--- src/rtl/mac_dot_sequencer.sv ---
// Operand sequencer and result collector for a pipelined MAC: issues (w, a, accu_rst)
// from a valid/ready pair stream and queues each finished dot product with its length.
module mac_dot_sequencer #(
  parameter int W_WIDTH    = 8,
  parameter int A_WIDTH    = 8,
  parameter int PLUS_WIDTH = 4,
  parameter int MAC_LAT    = 3,
  parameter int DEPTH      = 2,
  parameter int LEN_W      = 8,
  parameter int Z_WIDTH    = W_WIDTH + A_WIDTH + PLUS_WIDTH
) (
  input  logic               clk,
  input  logic               rst,
  input  logic               in_valid,
  output logic               in_ready,
  input  logic [W_WIDTH-1:0] in_w,
  input  logic [A_WIDTH-1:0] in_a,
  input  logic               in_last,
  output logic [W_WIDTH-1:0] mac_w,
  output logic [A_WIDTH-1:0] mac_a,
  output logic               mac_accu_rst,
  input  logic [Z_WIDTH-1:0] mac_z,
  output logic               out_valid,
  input  logic               out_ready,
  output logic [Z_WIDTH-1:0] out_z,
  output logic [LEN_W-1:0]   out_len
);

  localparam int PTR_W = (DEPTH > 1) ? $clog2(DEPTH) : 1;
  localparam logic [LEN_W-1:0] LEN_MAX  = {LEN_W{1'b1}};
  localparam logic [2:0]       DEPTH_C  = 3'(DEPTH);
  localparam logic [PTR_W-1:0] PTR_LAST = PTR_W'(DEPTH - 1);

  logic [2:0]         credits;
  logic               first_flag;
  logic [LEN_W-1:0]   len_cnt;
  logic [LEN_W-1:0]   cur_len;
  logic               accept;
  logic               push;
  logic               pop;
  logic [MAC_LAT-1:0] tag_pipe;
  logic [LEN_W-1:0]   len_pipe [MAC_LAT];
  logic [Z_WIDTH-1:0] fifo_z   [DEPTH];
  logic [LEN_W-1:0]   fifo_len [DEPTH];
  logic [PTR_W-1:0]   wr_ptr;
  logic [PTR_W-1:0]   rd_ptr;
  logic [2:0]         count;

  function automatic logic [PTR_W-1:0] ptr_next(input logic [PTR_W-1:0] p);
    return (p == PTR_LAST) ? {PTR_W{1'b0}} : p + PTR_W'(1);
  endfunction

  // Credits reserve a FIFO slot per outstanding dot product, so a capture never overflows.
  assign in_ready  = (credits != 3'd0);
  assign accept    = in_valid && in_ready;
  assign out_valid = (count != 3'd0);
  assign pop       = out_valid && out_ready;
  assign push      = tag_pipe[MAC_LAT-1];
  assign out_z     = fifo_z[rd_ptr];
  assign out_len   = fifo_len[rd_ptr];

  always_comb begin
    cur_len = LEN_W'(1);
    if (first_flag) begin
      cur_len = LEN_W'(1);
    end else if (len_cnt == LEN_MAX) begin
      cur_len = len_cnt;
    end else begin
      cur_len = len_cnt + LEN_W'(1);
    end
  end

  always_ff @(posedge clk) begin
    if (rst) begin
      credits <= DEPTH_C;
    end else begin
      case ({accept && in_last, pop})
        2'b10:   credits <= credits - 3'd1;
        2'b01:   credits <= credits + 3'd1;
        default: credits <= credits;
      endcase
    end
  end

  // Bubbles issue zero operands so the accumulator holds its value.
  always_ff @(posedge clk) begin
    if (rst) begin
      mac_w        <= {W_WIDTH{1'b0}};
      mac_a        <= {A_WIDTH{1'b0}};
      mac_accu_rst <= 1'b0;
      first_flag   <= 1'b1;
      len_cnt      <= {LEN_W{1'b0}};
    end else if (accept) begin
      mac_w        <= in_w;
      mac_a        <= in_a;
      mac_accu_rst <= first_flag;
      first_flag   <= in_last;
      len_cnt      <= cur_len;
    end else begin
      mac_w        <= {W_WIDTH{1'b0}};
      mac_a        <= {A_WIDTH{1'b0}};
      mac_accu_rst <= 1'b0;
    end
  end

  // The last tag travels alongside the MAC pipeline so it emerges as z becomes final.
  always_ff @(posedge clk) begin
    if (rst) begin
      tag_pipe <= {MAC_LAT{1'b0}};
      for (int i = 0; i < MAC_LAT; i++) begin
        len_pipe[i] <= {LEN_W{1'b0}};
      end
    end else begin
      for (int i = MAC_LAT - 1; i > 0; i--) begin
        tag_pipe[i] <= tag_pipe[i-1];
        len_pipe[i] <= len_pipe[i-1];
      end
      tag_pipe[0] <= accept && in_last;
      len_pipe[0] <= accept ? cur_len : {LEN_W{1'b0}};
    end
  end

  always_ff @(posedge clk) begin
    if (rst) begin
      wr_ptr <= {PTR_W{1'b0}};
      rd_ptr <= {PTR_W{1'b0}};
      count  <= 3'd0;
      for (int i = 0; i < DEPTH; i++) begin
        fifo_z[i]   <= {Z_WIDTH{1'b0}};
        fifo_len[i] <= {LEN_W{1'b0}};
      end
    end else begin
      if (push) begin
        fifo_z[wr_ptr]   <= mac_z;
        fifo_len[wr_ptr] <= len_pipe[MAC_LAT-1];
        wr_ptr           <= ptr_next(wr_ptr);
      end
      if (pop) begin
        rd_ptr <= ptr_next(rd_ptr);
      end
      case ({push, pop})
        2'b10:   count <= count + 3'd1;
        2'b01:   count <= count - 3'd1;
        default: count <= count;
      endcase
    end
  end

endmodule

--- config.mk ---
export PLATFORM = sky130hd
export DESIGN_NAME = mac_dot_sequencer
export DESIGN_NICKNAME = d
export VERILOG_FILES = /design/src/rtl/mac_dot_sequencer.sv
export SDC_FILE = /design/constraint.sdc
export NUM_CORES = 1
export LEC_CHECK = 0
export CAP_MARGIN = 30
export CORE_AREA = 2 2 95 97
export DETAILED_ROUTE_END_ITERATION = 10
export DIE_AREA = 0 0 97 99
export GPL_ROUTABILITY_DRIVEN = 1
export GPL_TIMING_DRIVEN = 0
export PLACE_DENSITY = 0.82
export SKIP_CTS_REPAIR_TIMING = 1
export SLEW_MARGIN = 5
export SYNTH_ARGS = -nofsm -noshare
export SYNTH_HDL_FRONTEND = slang
export SYNTH_SLANG_ARGS = --single-unit
--- constraint.sdc ---
create_clock -name clk -period 5.7 [get_ports clk]
set_input_delay 0.57 -clock clk [delete_from_list [all_inputs] [get_ports clk]]
set_output_delay 0.57 -clock clk [all_outputs]
set_load 0.05 [all_outputs]
# After elaboration in Yosys (flattened, before gate mapping)
# Memory sizes are Yosys's and may differ from the RTL's. A register that Yosys moved wholly into a read port is not among the register bits.
# Index checks and enable logic that the tools add are counted.
# W data, S select, Z words.
# totals
ram_bits	80
n_memories	3
word_cells	65
out_inout_bits	47
reg_bits	37
in_bits	41
# memory_table
name	words	word_bits	read_ports	rd_clocked_by_memory_dff	wr	line	rtl
fifo_z	2	20	1	1	2	43	logic [Z_WIDTH-1:0] fifo_z [DEPTH];
len_pipe	3	8	3	0	3	42	logic [LEN_W-1:0] len_pipe [MAC_LAT];
fifo_len	2	8	1	1	2	44	logic [LEN_W-1:0] fifo_len [DEPTH];
# op_classes
reduce_logical	10
addsub	7
muxes	26
eq_ne	5
bitwise_logic	4
# ops
operator	n
$mux W8	7
$mux W20	1
$reduce_or A20 Y1	1
$mux W1	16
$pmux W3 S2	2
$add A8 B1 Y8 const B	1
$eq A8 B8 Y1 const B	1
$reduce_or A8 Y1	1
$add A3 B1 Y3 const B	2
$reduce_bool A3 Y1	2
$sub A3 B1 Y3 const B	2
$eq A2 B1 Y1 const B	2
$eq A2 B2 Y1 const B	2
$reduce_bool A2 Y1	2
$logic_and A1 B1 Y1	3
$or A1 B1 Y1	3
$add A1 B1 Y1 const B	2
$reduce_or A2 Y1	1
$not A1 Y1	1

# Longest topological paths before layout
# logic_depth
depth_word	5
mapped_depth	9
mapped_depth_nobuf	9

# Worst setup path after synthesis
# OpenSTA, ideal clock, no wires.
# synth_timing
path_type	register to register
start	register credits[0]
end	register credits[2]
setup_time_ps	70
n_path_buf	0
period_less_slack_ps	2525
required_time_ps	5630
slack_ps	3175
arrival_time_ps	2454
stages_incl_launch_ff	10
cell_sequence	dfxtp_1 > or3_2 > and2_1 > nand2_1 > ha_1 > inv_1 > fa_1 > xor2_1 > or3_1 > a21oi_1
# synth_between
elab_chain_cells	5
word_cells_on_any_way	9
classes_between	add/sub (2); eq/ne (2); mux (1); reduce/logical (4)
# synth_lines
element	line	rtl
start, declared	34	logic [2:0] credits;
start signal, assigned	78	2'b10: credits <= credits - 3'd1;
start signal, assigned	79	2'b01: credits <= credits + 3'd1;
start signal, assigned	80	default: credits <= credits;
$reduce_bool A3 Y1 (*)	54	assign in_ready = (credits != 3'd0);
net in_ready	15	output logic in_ready,
$logic_and A1 B1 Y1 (*)	55	assign accept = in_valid && in_ready;
$logic_and A1 B1 Y1 (*)	77	case ({accept && in_last, pop})
$eq A2 B1 Y1 / $eq A2 B2 Y1 (equally long branches)	77	
$pmux W3 S2 / $reduce_bool A2 Y1 (equally long branches)	--	
# The timed path passes the listed nets; every way through them passes the cells marked *.
# A chain may end at the register's enable or synchronous reset.

==> impl_metrics.json <==
{
  "dieArea_mm2": 0.009603,
  "drive_above_1_share": 0.1578,
  "final_area_mm2": 0.006175,
  "place.gp.congestion": 0.7664,
  "critPathArrivalTime_ps": 2410,
  "grt_antenna_before_repair": 0,
  "period_needed_ps": 2982,
  "routed_wl_um": 8960,
  "grt_util_met1": 0.2132,
  "track_usage": 0.1997,
  "cts-root-buf": "clkbuf_8",
  "netlist_area_mm2": 0.004558,
  "syn_area_per_cell_um2": 12.99,
  "setup_viol": 0,
  "synthDistinctLibCells": 44,
  "comb_power_share": 0.109,
  "maxCapViolCount": 0,
  "cts.sinks": 118,
  "h-tree-depth": 4,
  "p_int_mw": 1.695,
  "switchingPower_uw": 563.7,
  "fp-row-count": 34,
  "rr_worst_depth": 9,
  "p_leak_nw": 2.305,
  "cts_buffer_depth": 2,
  "p_sw_frac": 0.2495,
  "syn_inst": 351,
  "cts_tree": "done",
  "seqPwrFrac": 0.414,
  "drc": 0,
  "slowest_delay_ps": 700,
  "min-delay-start": "rst",
  "ioPinCount": 88,
  "die_w_um": 97,
  "grt_pass1_vias": 3171,
  "cts.reportedPaths.clkPinSlew_ps": 60,
  "finalCritPeriodShare": 0.5232,
  "crit_path_end_kind": "output pin",
  "p_clk_frac": 0.477,
  "worst_hold_slack_ps": 365.5,
  "path_depth": 4,
  "synth_seq_cells": 118,
  "firstDrtPassIters": 4,
  "synth_ff_type": "dfxtp_1",
  "cp_top_family": "buffers and inverters",
  "grt-ovfl-total": 0,
  "path_buf_inv": 3,
  "wl_per_cell_um": 15.53,
  "max_freq_ghz": 0.3353,
  "io_buffers": 86,
  "worstMarginPinSlew_ps": 857.6,
  "dp_hpwl_um": 5677,
  "ys_top_cells_by_count": "and2_1 (76), dfxtp_1 (62), edfxtp_1 (56)",
  "ff2ff_setup_slack_ps": 3230,
  "yosysSeqAreaShare": 0.6412,
  "clkLatencyLatePin_ps": 510,
  "yosys.area.top_type": "edfxtp_1",
  "r2r_start": "credits[0]",
  "synth_edf_count": 56,
  "cp.required_ps": 5130,
  "rsz0062_at_grt": "no",
  "met2_usage": 0.3697,
  "outcome": "complete, no violations",
  "drt-vias-per-instance": 5.094,
  "synthTopCellsByArea": "edfxtp_1 (37%), dfxtp_1 (27%), and2_1 (10%)",
  "core_mm2": 0.008551,
  "netlist.area_leader.share": 0.3689,
  "synth.most_common_cell": "and2_1",
  "yosysWarnings": 0,
  "num_vias": 2939,
  "max_slew_margin": 0.4268,
  "ir_drop_mv": 0.2471,
  "fillers": 582,
  "syn_nets": 397,
  "r2r-end": "credits[2]",
  "cts_buffers": 17,
  "pwr_density_cell_mw_per_mm2": 365.9,
  "worst_path_max_delay_cell": "clkdlybuf4s50_1",
  "setup_tns_ps": 0,
  "async_reset_ff_frac": 0,
  "place_area_mm2": 0.005565,
  "antenna_cells": 0,
  "die_h_um": 99,
  "nNetsFinal": 502,
  "skew_ps": 10.16,
  "critical_path.max_fanout": 10,
  "ant_nets": 0,
  "dr.first_iter.drc_count": 123,
  "power.total_mw": 2.259,
  "grt_start_max_net_pins": 29,
  "holdPathEnd": "tag_pipe[1]",
  "crit_type": "register to output pin",
  "finalMaxSlewViolations": 0,
  "startpoint_type": "register",
  "hold_violations": 0,
  "grt_busiest_layer": "met2",
  "syn_to_final_growth_pct": 35.47,
  "grt.met3_usage": 0.06312,
  "grt_pass1_wl_um": 14880,
  "hold_class": "input pin to register",
  "path_cells": "buf_2 -> buf_2 -> mux2_2 -> clkdlybuf4s50_1",
  "crit_path_frequent_cell": "buf_2",
  "min_delay_path_depth": 2,
  "initial_core_util": 0.5331
}
-- stage by stage --
stage          cells  setup WS, ps    util
6_report         577          2718  0.7221
5_1_grt          577          2614  0.7221
4_1_cts          577          2683  0.7221
3_5_place_dp     545          3097  0.6509
3_3_place_gp     545          2837  0.6495
2_1_floorplan    351          3175       -
-- per-layer routing --
metal,vias up,wire [um],part of all wire
li1,1419,-,-
met1,1420,3465,0.39
met2,87,4929,0.55
met3,13,450,0.050
met4,0,114,0.013
met5,-,0,0
-- worst max path at each step --
stage,from,to
finish,register,out_z[1]
global route,register,out_z[18]
CTS,register,out_z[10]
detailed placement,in_valid,credits[2]
global placement,tag_pipe[2],fifo_z[0][3]
floorplan,credits[0],credits[2]
-- layout make-up --
type | count | area (um2) | share of cell area
flip-flops and latches | 118 | 2923 | 0.4734
repair buffers | 86 | 860.8 | 0.1394
well taps | 108 | 135.1 | 0.02188
multi-input cells | 210 | 1540 | 0.2494
inverters | 8 | 30.03 | 0.004863
clock inverters | 15 | 195.2 | 0.03161
clock buffers | 17 | 414.1 | 0.06707
plain buffers | 15 | 76.32 | 0.01236
-- layout by cell type, fill, tap and decap left out, types with 3 or more instances in the layout --
cell type and n:
ha_1 3, nor2b_1 19, clkbuf_16 16, o31ai_1 3, nor2_1 14, a21oi_1 10, inv_6 4, nand2_1 3
a22o_1 3, bufinv_16 3, o21ai_0 7, buf_2 4, xor2_1 4, edfxtp_1 56, clkbuf_1 8, clkdlybuf4s50_1 86
mux2_2 28, nand3_1 3, clkinv_4 5, xnor2_1 7, inv_1 8, and2_1 76, dfxtp_1 62, or3_1 3
-- cells by family after synthesis --
logic type | count (synthesis) | synth area share
AND/OR/NAND/NOR | 130 | 0.1702
flip-flops | 118 | 0.6412
AO/OA/AOI/OAI | 35 | 0.05573
multiplexers | 29 | 0.07137
buffers and inverters | 23 | 0.02333
XOR/XNOR | 11 | 0.02114
adder cells (fa/ha/maj) | 5 | 0.01702
-- state kept, by name (all words and copies together) (netlist names), 3 cells and up, named ones only --
signal    count
mac_w         8
len_pipe     24
credits       3
tag_pipe      3
mac_a         8
count         3
len_cnt       8
fifo_len     16
fifo_z       40
-- power groups by stage --
stage / sequential (mW) / combinational [mW] / clock (mW)
after floorplan: 0.974 / 0.129 / 0
after global placement: 0.950 / 0.241 / 0
after detailed placement: 0.953 / 0.246 / 0
after CTS: 0.936 / 0.249 / 1.09
after global routing: 0.938 / 0.262 / 1.13
final: 0.935 / 0.247 / 1.08
-- worst reg2reg max path, delay by kind of cell, from the launching register on --
kind / cells / cell delay (ps)
and+or+nand+nor: 4 / 1090
adders and majority gates: 2 / 570
DFF: 1 / 370
xor gates and xnor gates: 1 / 160
AOI/OAI and AO/OA: 1 / 140
buffers and inverters: 1 / 60
No activity file was read; power rests on OpenSTA's default activity.
